File: config.mk
export PLATFORM = sky130hd
export DESIGN_NAME = sdram_bank_cmd_issuer
export DESIGN_NICKNAME = d
export VERILOG_FILES = /design/src/rtl/sdram_bank_cmd_issuer.sv
export SDC_FILE = /design/constraint.sdc
export NUM_CORES = 1
export LEC_CHECK = 0
export CAP_MARGIN = 20
export CORE_MARGIN = 5
export CORE_UTILIZATION = 45
export DETAILED_ROUTE_END_ITERATION = 8
export PLACE_DENSITY_LB_ADDON = 0.12
export SYNTH_ARGS = -nofsm -noshare
export SYNTH_HDL_FRONTEND = slang
export SYNTH_SLANG_ARGS = --single-unit
File: constraint.sdc
create_clock -name clk -period 8.9 [get_ports clk]
set_input_delay 0.89 -clock clk [delete_from_list [all_inputs] [get_ports clk]]
set_output_delay 0.89 -clock clk [all_outputs]
set_load 0.05 [all_outputs]
File: src/rtl/sdram_bank_cmd_issuer.sv
// Per-bank precharge/activate initiator: classifies each column request against the
// bank tracker state, emits the needed pulses, then presents one column command.
module sdram_bank_cmd_issuer #(
  parameter int ROW_WIDTH       = 14,
  parameter int COL_WIDTH       = 10,
  parameter int NUM_GROUPS      = 2,
  parameter int BANKS_PER_GROUP = 2,
  parameter int BANKS           = NUM_GROUPS * BANKS_PER_GROUP,
  parameter int BANK_WIDTH      = $clog2(BANKS),
  parameter int CNT_WIDTH       = 16
) (
  input  logic                            clk,
  input  logic                            rst,
  input  logic                            req_valid,
  output logic                            req_ready,
  input  logic                            req_write,
  input  logic [BANK_WIDTH-1:0]           req_bank,
  input  logic [ROW_WIDTH-1:0]            req_row,
  input  logic [COL_WIDTH-1:0]            req_col,
  output logic [BANKS-1:0]                precharge,
  output logic [BANKS-1:0]                activate,
  output logic [ROW_WIDTH-1:0]            row_address,
  input  logic [BANKS-1:0][ROW_WIDTH-1:0] active_row_in,
  input  logic [BANKS-1:0]                active_bank,
  input  logic [BANKS-1:0]                ready_to_access,
  input  logic [BANKS-1:0]                blocked,
  output logic                            cmd_valid,
  input  logic                            cmd_ready,
  output logic                            cmd_write,
  output logic [BANK_WIDTH-1:0]           cmd_bank,
  output logic [COL_WIDTH-1:0]            cmd_col,
  output logic [CNT_WIDTH-1:0]            hit_cnt,
  output logic [CNT_WIDTH-1:0]            empty_cnt,
  output logic [CNT_WIDTH-1:0]            conflict_cnt
);

  typedef enum logic [2:0] {
    IDLE      = 3'd0,
    DECIDE    = 3'd1,
    PRECHARGE = 3'd2,
    WAIT_PRE  = 3'd3,
    ACTIVATE  = 3'd4,
    WAIT_ACT  = 3'd5,
    ISSUE     = 3'd6
  } state_t;

  localparam logic [CNT_WIDTH-1:0] CNT_ONE = {{(CNT_WIDTH-1){1'b0}}, 1'b1};

  state_t state;
  logic   bank_free;
  logic   row_hit;

  function automatic logic [CNT_WIDTH-1:0] sat_inc(input logic [CNT_WIDTH-1:0] c);
    sat_inc = (c == {CNT_WIDTH{1'b1}}) ? c : c + CNT_ONE;
  endfunction

  function automatic logic [BANKS-1:0] bank_onehot(input logic [BANK_WIDTH-1:0] b);
    bank_onehot    = '0;
    bank_onehot[b] = 1'b1;
  endfunction

  assign req_ready = (state == IDLE);
  // cmd_bank and row_address hold the accepted request from acceptance onward
  assign bank_free = !blocked[cmd_bank] && ready_to_access[cmd_bank];
  assign row_hit   = active_bank[cmd_bank] && ready_to_access[cmd_bank] &&
                     (active_row_in[cmd_bank] == row_address);

  always_ff @(posedge clk or posedge rst) begin
    if (rst) begin
      state        <= IDLE;
      precharge    <= '0;
      activate     <= '0;
      row_address  <= '0;
      cmd_valid    <= 1'b0;
      cmd_write    <= 1'b0;
      cmd_bank     <= '0;
      cmd_col      <= '0;
      hit_cnt      <= '0;
      empty_cnt    <= '0;
      conflict_cnt <= '0;
    end else begin
      // pulses last exactly one cycle: the state that is entered with them set
      precharge <= '0;
      activate  <= '0;
      case (state)
        IDLE: begin
          if (req_valid) begin
            cmd_write   <= req_write;
            cmd_bank    <= req_bank;
            cmd_col     <= req_col;
            row_address <= req_row;
            state       <= DECIDE;
          end
        end
        DECIDE: begin
          if (blocked[cmd_bank]) begin
            state <= DECIDE;
          end else if (row_hit) begin
            hit_cnt   <= sat_inc(hit_cnt);
            cmd_valid <= 1'b1;
            state     <= ISSUE;
          end else if (active_bank[cmd_bank]) begin
            conflict_cnt <= sat_inc(conflict_cnt);
            precharge    <= bank_onehot(cmd_bank);
            state        <= PRECHARGE;
          end else begin
            empty_cnt <= sat_inc(empty_cnt);
            activate  <= bank_onehot(cmd_bank);
            state     <= ACTIVATE;
          end
        end
        PRECHARGE: state <= WAIT_PRE;
        WAIT_PRE: begin
          if (bank_free) begin
            activate <= bank_onehot(cmd_bank);
            state    <= ACTIVATE;
          end
        end
        ACTIVATE: state <= WAIT_ACT;
        WAIT_ACT: begin
          if (bank_free) begin
            cmd_valid <= 1'b1;
            state     <= ISSUE;
          end
        end
        ISSUE: begin
          if (cmd_ready) begin
            cmd_valid <= 1'b0;
            state     <= IDLE;
          end
        end
        default: begin
          cmd_valid <= 1'b0;
          state     <= IDLE;
        end
      endcase
    end
  end

endmodule

Yosys cells after proc, flatten, opt, wreduce, memory -nomap -nowiden:

Index checks and enable logic that the tools add are counted.

* bitwise gates (word level): 7
* mux-type cells: 32
* magnitude comparators: 2
* reductions and logical operators: 13
* shift operators: 0
* $add $sub $neg: 3
* equal/unequal tests: 16
* multipliers: 0
* divide/modulo/power cells: 0

Operator list (number)
* adder 16 x 1 -> 16 bit (second input constant): 3
* equality test 16 bit (second input constant): 3
* 2-to-1 mux 4 bit: 8
* binary-select mux 14 bit (select 2 bit): 1
* 2-to-1 mux 3 bit: 7
* case mux 3 bit (7 select lines): 1
* AND reduction 5 bit: 3
* equality test 14 bit: 1
* 2-to-1 mux 14 bit: 1
* != test 2 bit (second input constant): 6
* equality test 3 bit (second input constant): 3
* 2-to-1 mux 1 bit: 8
* case mux 4 bit (2 select lines): 1
* AND reduction 4 bit: 2
* inverter 1 bit: 7
* binary-select mux 1 bit (select 2 bit): 3
* equality test 3 x 2 -> 1 bit (second input constant): 2
* logical AND 1 bit: 4
* case mux 1 bit (4 select lines): 1
* OR reduction 4 bit: 1
* equality test 3 x 1 -> 1 bit (second input constant): 1
* zero test 3 bit: 1
* < comparator 2 x 3 -> 1 bit (second input constant): 1
* demux 1 bit (select 2 bit): 1
* 3 further kinds: 3

* logic and storage cells: 84
* output and inout bits: 85
* bits in latches: 0
* memories: 0
* RAM bits: 0
* input port bits: 99
* bits in registers: 87
* bits in read-only memories: 0

Longest topological paths before layout:

* word-level depth: 8
* mapped depth: 11
* gate-level depth less buffers: 7

Least setup slack after synthesis:

OpenSTA, ideal clock, no wires.

* kind: reg2reg
* start point: reg cmd_bank[0]
* end point: reg conflict_cnt[12]
* data arrival time: 3.070 ns
* period minus slack after synthesis: 3.211 ns
* setup time: 0.141 ns
* stages on the path, launching flop included: 11
* path buffers: 4
* data required time: 8.759 ns
* setup slack: 5.689 ns
* path through: dfrtp_1 > buf_6 > buf_2 > buf_2 > mux4_2 > xor2_1 > nor4_2 > a211oi_2 > buf_6 > nand4_1 > xnor2_1

* cells in the longest elaborated chain, start to end: 6
* elaborated cells between the ends (all ways): 14
* those cells by class: 1 x eq/ne; 8 x mux; 2 x bitwise; 3 x reduce/logical

Ends and longest elaborated chain
* start, declared: line 30 `output logic [BANK_WIDTH-1:0] cmd_bank,`
* start signal, assigned: line 89 `cmd_bank <= req_bank;`
* binary-select mux 14 bit (select 2 bit), or another cell as far along: line 66 `(active_row_in[cmd_bank] == row_address);`
* 2-to-1 mux 14 bit (not written as such), or another cell as far along: line 66
* equality test 14 bit or logical AND 1 bit (tied branches): line 66, 65
* logical AND 1 bit: line 65 `assign row_hit = active_bank[cmd_bank] && ready_to_access[cmd_bank] &&`
* inverter 1 bit (no line)
* AND reduction 5 bit (no line) (*)
* end signal, assigned: line 103 `conflict_cnt <= sat_inc(conflict_cnt);`
* end, declared: line 34 `output logic [CNT_WIDTH-1:0] conflict_cnt`

Mark *: on every way between the ends. The rest lies on a longest branch, timed or not. The select of a mux whose other input is x is not followed.
A chain may end at the register's enable or synchronous reset.

Final worst setup path:

* start point: reg cmd_bank[0]
* end point: reg hit_cnt[15]

* cells in the longest elaborated chain, start to end: 5
* elaborated cells between the ends (all ways): 13
* those cells by class: 1 x eq/ne; 8 x mux; 1 x bitwise; 3 x reduce/logical

Ends and longest elaborated chain
* binary-select mux 14 bit (select 2 bit) or binary-select mux 1 bit (select 2 bit) (tied branches): line 66, 65
* 2-to-1 mux 14 bit (not written as such) or 2-to-1 mux 1 bit (tied branches): line 66, 65
* equality test 14 bit or logical AND 1 bit (tied branches): line 66, 65
* logical AND 1 bit: line 65
* AND reduction 4 bit (no line) (*)
* end signal, assigned: line 99 `hit_cnt <= sat_inc(hit_cnt);`
* end, declared: line 32 `output logic [CNT_WIDTH-1:0] hit_cnt,`

Marks and branches as above.

==> impl_metrics.csv <==
group,metric,value,unit
floorplanning,io_pins,184,
drt,initialDrtViolationCount,156,
synth,ys_top_cells_by_area,"dfrtp_1, mux4_2, mux2_2",
synth,synthCells,362,
timing,tightestPinTransition,958,ps
timing,finClkSkew,16.9,ps
finish,final_common_cell,"clkdlybuf4s50_1",
worst_setup_path,path_delay_family,"simple AND/OR/NAND/NOR gates",
synth,synth-edff-count,0,
finish,utilization,68.4,%
synth,syn_area,4420,sq um
place,postPlaceCellArea,6350,sq um
worst_setup_path,slowest_delay,650,ps
hold_path,hold_path.class,"reg2reg",
cts,cts_sinks,87,
drt,dr.pass1.iters,4,
timing,finalCriticalPeriod,3620,ps
place,post-place-ws,4810,ps
timing,report.final.hold_viol_count,0,
worst_setup_path,critPathKind,"reg2reg",
floorplanning,die_y,109,um
timing,fmax,0.276,GHz
global_routing,grtUsageTotal,20.5,%
flow_run,drv_cap,0,
drt,drc,0,
floorplanning,row_count,36,
synth,syn-num-nets,464,
floorplanning,dieArea,11900,sq um
cts,post_cts_buffers,0,
global_routing,overflow,0,
floorplanning,fp.dieW,109,um
cts,cts-root-buf,"clkbuf_8",
finish,final_cells,682,
place,hpwl,8910,um
worst_setup_path,cp_max_fo,16,
timing,rsz0062_at_grt,"no",
timing,slew-limit-headroom,36.2,%
place,portBuffers,183,
place,dp_cells,664,
timing,tns,0,ps
synth,ys_warn_count,0,
finish,seq_area,2180,sq um
global_routing,antenna_found_initial,0,
place,place.gp.congestion,0.874,
pwr,p_leak,2.74,nW
worst_setup_path,required,9180,ps
worst_setup_path,crit_chain,"buf_4, mux4_2, xor2_1, or4_4, a2111oi_4, nand3_4, nor3_1, xor2_1",
timing,post-route-period-util,40.7,%
finish,multi_input_area,2140,sq um
timing,slew_violations,0,
drt,wire_per_inst,17.1,um
cts,htreeDepth,3,
cts,cts_hold_buf,0,
worst_setup_path,cp-start-kind,"register",
cts,clk_pin_slew,100,ps
synth,synth.avg_cell_area,12.2,sq um
synth,synth_top_area_cell,"dfrtp_1",
finish,insertedDiodeCount,0,
cts,ctsResizeCount,0,
global_routing,grt_pass1_wl,18800,um
timing,setup_violations,0,
drt,postRouteAntennaNets,0,
global_routing,grt_max_degree,88,
worst_setup_path,endpoint_kind,"register",
synth,ys_seq_area_share,49.2,%
cts,numCtsBuffers,9,
finish,layout_common_cells,"clkdlybuf4s50_1, dfrtp_1, xnor2_1, mux2_2, xor2_1",
drt,routed_wl,11700,um
finish,fill_cells,754,
worst_setup_path,slowest_stage,"dfrtp_1",
synth,async_flop_share,100,%
finish,nets,646,
drt,vias,3542,
pwr,p_per_area,288,nW/um^2
synth,synth_ff_type,"dfrtp_1",
pwr,peakVddDrop,0.226,mV
cts,insertion_delay,350,ps
finish,fin_area,6630,sq um
synth,synth-seq-cells,87,
outcome,status,"finished, final reports clean",
worst_setup_path,crit_path_frequent_cell,"xor2_1",
timing,fin_ws,5280,ps
cts,clock_path_buffers,2,
finish,drive_gt1_share,15.7,%
global_routing,grt_pass1_vias,3633,
drt,via_per_inst,5.19,
synth,yosysUniqueCellTypes,43,
cts,cts_tree,"built",
floorplanning,start_util,45.7,%
synth,yosysTopAreaCellShare,49.2,%
finish,areaGrowthSynthToFinish,49.8,%
worst_setup_path,crit_arrival,3900,ps
floorplanning,placeableCoreArea,9680,sq um
worst_setup_path,path_buf_inv,1,
[kinds of logic after synthesis]
| family | share of synthesized area [%] |
|---|---|
| and+or+nand+nor | 16.0 |
| buffers and inverters | 2.49 |
| DFF | 49.2 |
| muxes | 15.9 |
| AOI/OAI and AO/OA | 3.45 |
| xor gates and xnor gates | 12.1 |
| adders and majority gates | 0.849 |
[metal layers]
layer | vias to the layer above | global-route usage (%) | wire length [um]
met5 | - | 0 | 0
li1 | 1653 | - | -
met3 | 21 | 4.32 | 794
met4 | 0 | 6.85 | 231
met2 | 125 | 34.5 | 5860
met1 | 1743 | 26.3 | 4790
[worst paths after layout]
kind                             start          end  slack, ps  depth (start not counted)
hold / removal              hit_cnt[5]   hit_cnt[5]        490                          1
setup / recovery           cmd_bank[0]  hit_cnt[15]       5280                          8
max in group asynchronous          rst     state[0]       7360                          4
setup reg to reg           cmd_bank[0]  hit_cnt[15]       5280                          8
hold reg to reg             hit_cnt[5]   hit_cnt[5]        490                          1
min in group asynchronous          rst  hit_cnt[13]        920                          3
[where the power goes]
part           switching (W)  total (W)  leakage, nW  internal, W
clock               0.000149   0.000320        0.121     0.000171
combinational       0.000566   0.000979         1.49     0.000413
sequential          0.000121   0.000608         1.14     0.000488
total               0.000836    0.00191         2.74      0.00107
[synthesized netlist by cell type (9+ instances only)]
cell type	count
dfrtp_1	87
xnor2_1	34
mux2_2	29
xor2_1	27
nand2_1	22
nand3_1	18
mux4_2	15
nand4_1	13
nor2_1	11
nor2_2	10
nor3_1	10
and3_1	9
clkbuf_1	9
[through the flow]
stage	hold WS, ps	total power [W]
after floorplan	696	0.00129
after CTS	500	0.00192
after detailed placement	481	0.00160
after global routing	520	0.00201
after global placement	471	0.00158
final	493	0.00191
[state kept, by name, summed over array words and instances (netlist names), 2 cells and up]
name          count
row_address      14
activate          4
cmd_col          10
hit_cnt          16
conflict_cnt     16
state             3
precharge         4
cmd_bank          2
empty_cnt        16
[worst reg2reg max path, stage by stage, from the launching register on]
cell       delay [ps]
dfrtp_1           650
buf_4             390
mux4_2            570
xor2_1            160
or4_4             560
a2111oi_4         480
nand3_4           320
nor3_1            280
xor2_1            170
[layout make-up]
cell class	count	area share [%]
clock buffers	10	2.08
clock inverters	6	1.51
inverters	5	0.302
multi-input cells	253	32.2
flip-flops and latches	87	32.8
well taps	133	2.51
repair buffers	188	28.5
Note: power is estimated with default switching activity, not from simulation.
==> RTL edit 1, RTL diff (config.mk and constraints unchanged) <==
Make the reset (`rst`) synchronous in one clocked block.
--- a/src/rtl/sdram_bank_cmd_issuer.sv
+++ b/src/rtl/sdram_bank_cmd_issuer.sv
@@ -67,3 +67,3 @@
 
-  always_ff @(posedge clk or posedge rst) begin
+  always_ff @(posedge clk) begin
     if (rst) begin
Check against the original RTL: differs if rst is asserted again (counterexample within 4 cycles, from zero or initial values and one cycle with rst high); with rst held inactive, the same outputs for 4 cycles.
==> RTL edit 1 against the original RTL <==
- critical endpoint is now hit_cnt[9]$_SDFFE_PP0P_
- clock skew down 0.0041 ns
- sequential cell count unchanged
- highest routed layer unchanged
- worst setup slack better by 0.22 ns
- area after synthesis down 0.20%
- synthesized cell count up 40%
- cell count up 19%
- maximum frequency up 6.4%
- final area down 2.3%
- routed wire length up 17%
- via count up 27%
- critical path depth down 1
Power is not compared: it rests on default switching activity, and its combinational part moved more than twofold at a synthesized area within 25%.
==> RTL edit 1: results (changes against the original RTL) <==
* Initial DRC Count at 229 (was 156)
* WHS at 0.465 ns (was 0.493 ns)
* Dominant cells by area after synthesis: dfxtp_1 39%, mux4_2 8.7%, nand2_1 6.4%, a21oi_1 6.1%, xnor2_1 3.8% (was dfrtp_1 49%, mux4_2 7.6%, mux2_2 7.4%, xnor2_1 6.7%, xor2_1 5.3%)
* Non-Clock Buffer Count at 186 (was 188)
* Crit-path max cell delay at 0.73 ns (was 0.65 ns)
* Multi-input gates at 379 (was 253)
* DR WL met2 at 7070 µm (was 5860 µm)
* Top cells by count, synth: 87 x dfxtp_1, 75 x nand2_1, 54 x a21oi_1 (was 87 x dfrtp_1, 34 x xnor2_1, 29 x mux2_2)
* GRT Total Usage at 23.2% (was 20.5%)
* Vias/cell at 5.55 (was 5.19)
* Setup crit start: active_row_in[5] (was cmd_bank[0]$_DFFE_PP0P_)
* Post-layout util at 66.8% (was 68.4%)
* Placed cell count at 793 (was 664)
* Placed inst area at 6280 µm² (was 6350 µm²)
* Invs w/o clock at 8 (was 5)
* RR Endpoint: hit_cnt[9]$_SDFFE_PP0P_ (was hit_cnt[15]$_DFFE_PP0P_)
* Met3 Track Usage GR at 7.40% (was 4.32%)
* Worst Path Arrival at 3.66 ns (was 3.90 ns)
* Met3 WL at 1040 µm (was 794 µm)
* Worst R2R Start: cmd_bank[1]$_SDFFE_PP0P_ (was cmd_bank[0]$_DFFE_PP0P_)
* WL met1 at 5230 µm (was 4790 µm)
* Vias in the first global route at 4,517 (was 3,633)
* Fillers at 807 (was 754)
* Hold worst-path end: cmd_col[5]$_SDFFE_PP0P_ (was hit_cnt[5]$_DFFE_PP0P_)
* CP Class: primary input to flop (was flop to flop)
* Gpl congestion at 0.834 (was 0.874)
* Syn_nets at 609 (was 464)
* Outcome: finished, final reports clean (unchanged)
* WHS Path Cells at 2 (was 1)
* Met2 GRT Util at 41.1% (was 34.5%)
* Seq. cell area at 1740 µm² (was 2180 µm²)
* First-pass GRT wire length at 21,800 µm (was 18,800 µm)
* Async SR Flop Fraction at 0% (was 100%)
* Fin worst setup slack at 5.49 ns (was 5.28 ns)
* Post-synthesis xor/xnor area fraction at 5.92% (was 12.1%)
* Min-delay src: cmd_col[5]$_SDFFE_PP0P_ (was hit_cnt[5]$_DFFE_PP0P_)
* Synth Area in Adders at 0.850% (was 0.848%)
* Global Route met1 Usage at 25.9% (was 26.3%)
* Routed len/inst at 16.9 µm (was 17.1 µm)
-- RTL edit 1: changes by cell type in the layout (fill, tap and decap cells not counted), sizes merged, moves of 18 or more --
cell	delta
dfrtp	-87
dfxtp	+87
nand2	+53
a21oi	+51
mux2	-25
or4	+22
xor2	-18
-- RTL edit 1: power by group through the flow --
stage	clock [mW]	combinational [mW]	sequential [mW]
final	0.277	0.214	0.416
after global routing	0.301	0.228	0.418
after CTS	0.283	0.215	0.416
after detailed placement	0	0.214	0.424
after global placement	0	0.211	0.424
after floorplan	0	0.0911	0.459
-- RTL edit 1: worst min-delay path, stage by stage (launching register included) --
cell	delay, ns
dfxtp_1	0.32
nand2_1	0.05
a21oi_1	0.05
-- RTL edit 1: cells by family after synthesis --
family,Yosys count
AND/OR/NAND/NOR,229
adder cells (fa/ha/maj),3
AO/OA/AOI/OAI,95
flip-flops,87
buffers and inverters,41
multiplexers,23
XOR/XNOR,29
==> RTL edit 2, RTL diff (config.mk and constraints unchanged) <==
Made on the original files. The parameter `ROW_WIDTH` goes from 14 to 7.
--- a/src/rtl/sdram_bank_cmd_issuer.sv
+++ b/src/rtl/sdram_bank_cmd_issuer.sv
@@ -3,3 +3,3 @@
 module sdram_bank_cmd_issuer #(
-  parameter int ROW_WIDTH       = 14,
+  parameter int ROW_WIDTH       = 7,
   parameter int COL_WIDTH       = 10,
Ports: changed (resized active_row_in, req_row and row_address); port bits go from 184 to 142. The function was not compared with the original's and may differ.
==> RTL edit 2 against the original RTL <==
- power shrank 17%
- clock skew shrank 0.011 ns
- final area fell by 14%
- routed wire length shrank 16%
- sequential power fell by 11%
- global-route usage shrank 1.6 points
- hold slack worse by 0.0086 ns
- clock power down 5%
- die area is 9.1% lower
- area after synthesis shrank 10%
- sequential cell count fell by 7
- count of clock-buffer cells in the layout did not move
- worst setup slack better by 0.17 ns
- critical path type unchanged
- largest cell class unchanged
==> RTL edit 2: results (changes against the original RTL) <==
* GRT Total Usage at 18.9% (was 20.5%)
* Initial antenna violation count at 0 (unchanged)
* Outcome: finished, final reports clean (unchanged)
* Synthesis Warnings at 0 (unchanged)
* Clock Pin Slew Worst Setup and Hold Paths at 0.08 ns (was 0.10 ns)
* Post-synthesis cell type count at 47 (was 43)
* Slew HR at 34.8% (was 36.2%)
* Final setup vio count at 0 (unchanged)
* RR Endpoint: conflict_cnt[1]$_DFFE_PP0P_ (was hit_cnt[15]$_DFFE_PP0P_)
* Maximum VDD drop at 0.000230 V (was 0.000226 V)
* Largest registers: conflict_cnt (16), empty_cnt (16), hit_cnt (16) (unchanged)
* Hold worst-path end: conflict_cnt[10]$_DFFE_PP0P_ (was hit_cnt[5]$_DFFE_PP0P_)
* Multiplexer share of the synthesized area at 13.5% (was 15.9%)
* Synth Area in Compound Gates at 2.86% (was 3.45%)
* Synth Area in Adders at 0.943% (was 0.848%)
* Post-synthesis sequential area ratio at 50.3% (was 49.2%)
* Dominant cells by area after synthesis: dfrtp_1 50%, mux2_2 7.1%, xnor2_1 5.5%, xor2_1 5.5%, mux4_1 4.6% (was dfrtp_1 49%, mux4_2 7.6%, mux2_2 7.4%, xnor2_1 6.7%, xor2_1 5.3%)
* PortBufs at 141 (was 183)
* Gpl congestion at 0.819 (was 0.874)
* N_diodes at 0 (unchanged)
* Nets at 549 (was 646)
* Pin count of the biggest net entering global routing at 52 (was 88)
* Top cells by count, synth: 80 x dfrtp_1, 30 x nand3_1, 25 x mux2_2, 25 x xnor2_1, 25 x xor2_1 (was 87 x dfrtp_1, 34 x xnor2_1, 29 x mux2_2)
* Reg2reg setup slack at 5.45 ns (was 5.28 ns)
* Syn_nets at 409 (was 464)
* Clk Latency, worst-skew pair at about 0.34 ns
* Dpl hpwl at 7500 µm (was 8910 µm)
* Clk_skew at 0.00595 ns (was 0.0169 ns)
* Worst R2R Start: cmd_bank[0]$_DFFE_PP0P_ (unchanged)
* Initial DRC Count at 145 (was 156)
* Clock Path Buffers at 2 (unchanged)
* Leakage dissipation at 2.44 nW (was 2.74 nW)
* Layout cells sized above 1 at 10.3% (was 15.7%)
* Vias/cell at 5.32 (was 5.19)
* Reg2reg path depth at 5 (was 8)
* First-pass GRT wire length at 16,700 µm (was 18,800 µm)
* Min-delay src: conflict_cnt[10]$_DFFE_PP0P_ (was hit_cnt[5]$_DFFE_PP0P_)
* Placed inst area at 5470 µm² (was 6350 µm²)
* Worst Path Arrival at 3.68 ns (was 3.90 ns)
* Vias in the first global route at 3,377 (was 3,633)
* Async SR Flop Fraction at 100% (unchanged)
* Max FO, Critical Path at 33 (was 16)
* Post-synthesis xor/xnor area fraction at 11.0% (was 12.1%)
* Routed len/inst at 16.5 µm (was 17.1 µm)
## RTL edit 2: cell types whose count changed after synthesis, sizes merged, moves of 4 or more
cell   delta
nor2      -6
buf       -5
nand3    +11
nor4b     +6
and2      -6
nor4      +6
mux4      -7
nand4     -4
nor3b     +4
xnor2     -9
dfrtp     -7
## RTL edit 2: report_power, final
part / internal, mW / switching [mW]
Sequential: 0.440 / 0.100
Clock: 0.183 / 0.122
Combinational: 0.303 / 0.433
## RTL edit 2: layout make-up
cell class / instances / area (µm²)
fillers: 696 / 2990
inverters: 8 / 31.3
flip-flops and latches: 80 / 2000
repair buffers: 142 / 1420
clock inverters: 4 / 95.1
well taps: 108 / 135
multi-input cells: 241 / 1880
clock buffers: 10 / 128
## RTL edit 2: metrics by stage
step | power (mW) | hold slack [ns] | worst slack (ns) | instances | utilization [%]
after global placement | 1.28 | 0.476 | 5.22 | 579 | 63.0
after global routing | 1.67 | 0.504 | 5.21 | 593 | 65.6
after detailed placement | 1.29 | 0.475 | 5.14 | 579 | 63.0
final | 1.58 | 0.484 | 5.45 | 593 | 65.6
after CTS | 1.60 | 0.489 | 5.42 | 593 | 65.6
after floorplan | 1.05 | 0.511 | 5.89 | 342 | -
## RTL edit 2: routing by layer
metal	vias up	wire length [µm]	track usage, %	share of wire (%)
met5	-	0	0	0
met4	0	165	7.03	1.7
met3	13	931	7.39	9.5
met2	105	4790	31.5	49
met1	1520	3890	22.0	40
li1	1515	-	-	-
## RTL edit 2: critical path, cell delays in order (launching register included)
cell and delay, ns:
dfrtp_1 0.87, mux4_1 0.86, nand3_1 0.18, a211o_1 0.76
nor2b_1 0.30, mux2_2 0.35
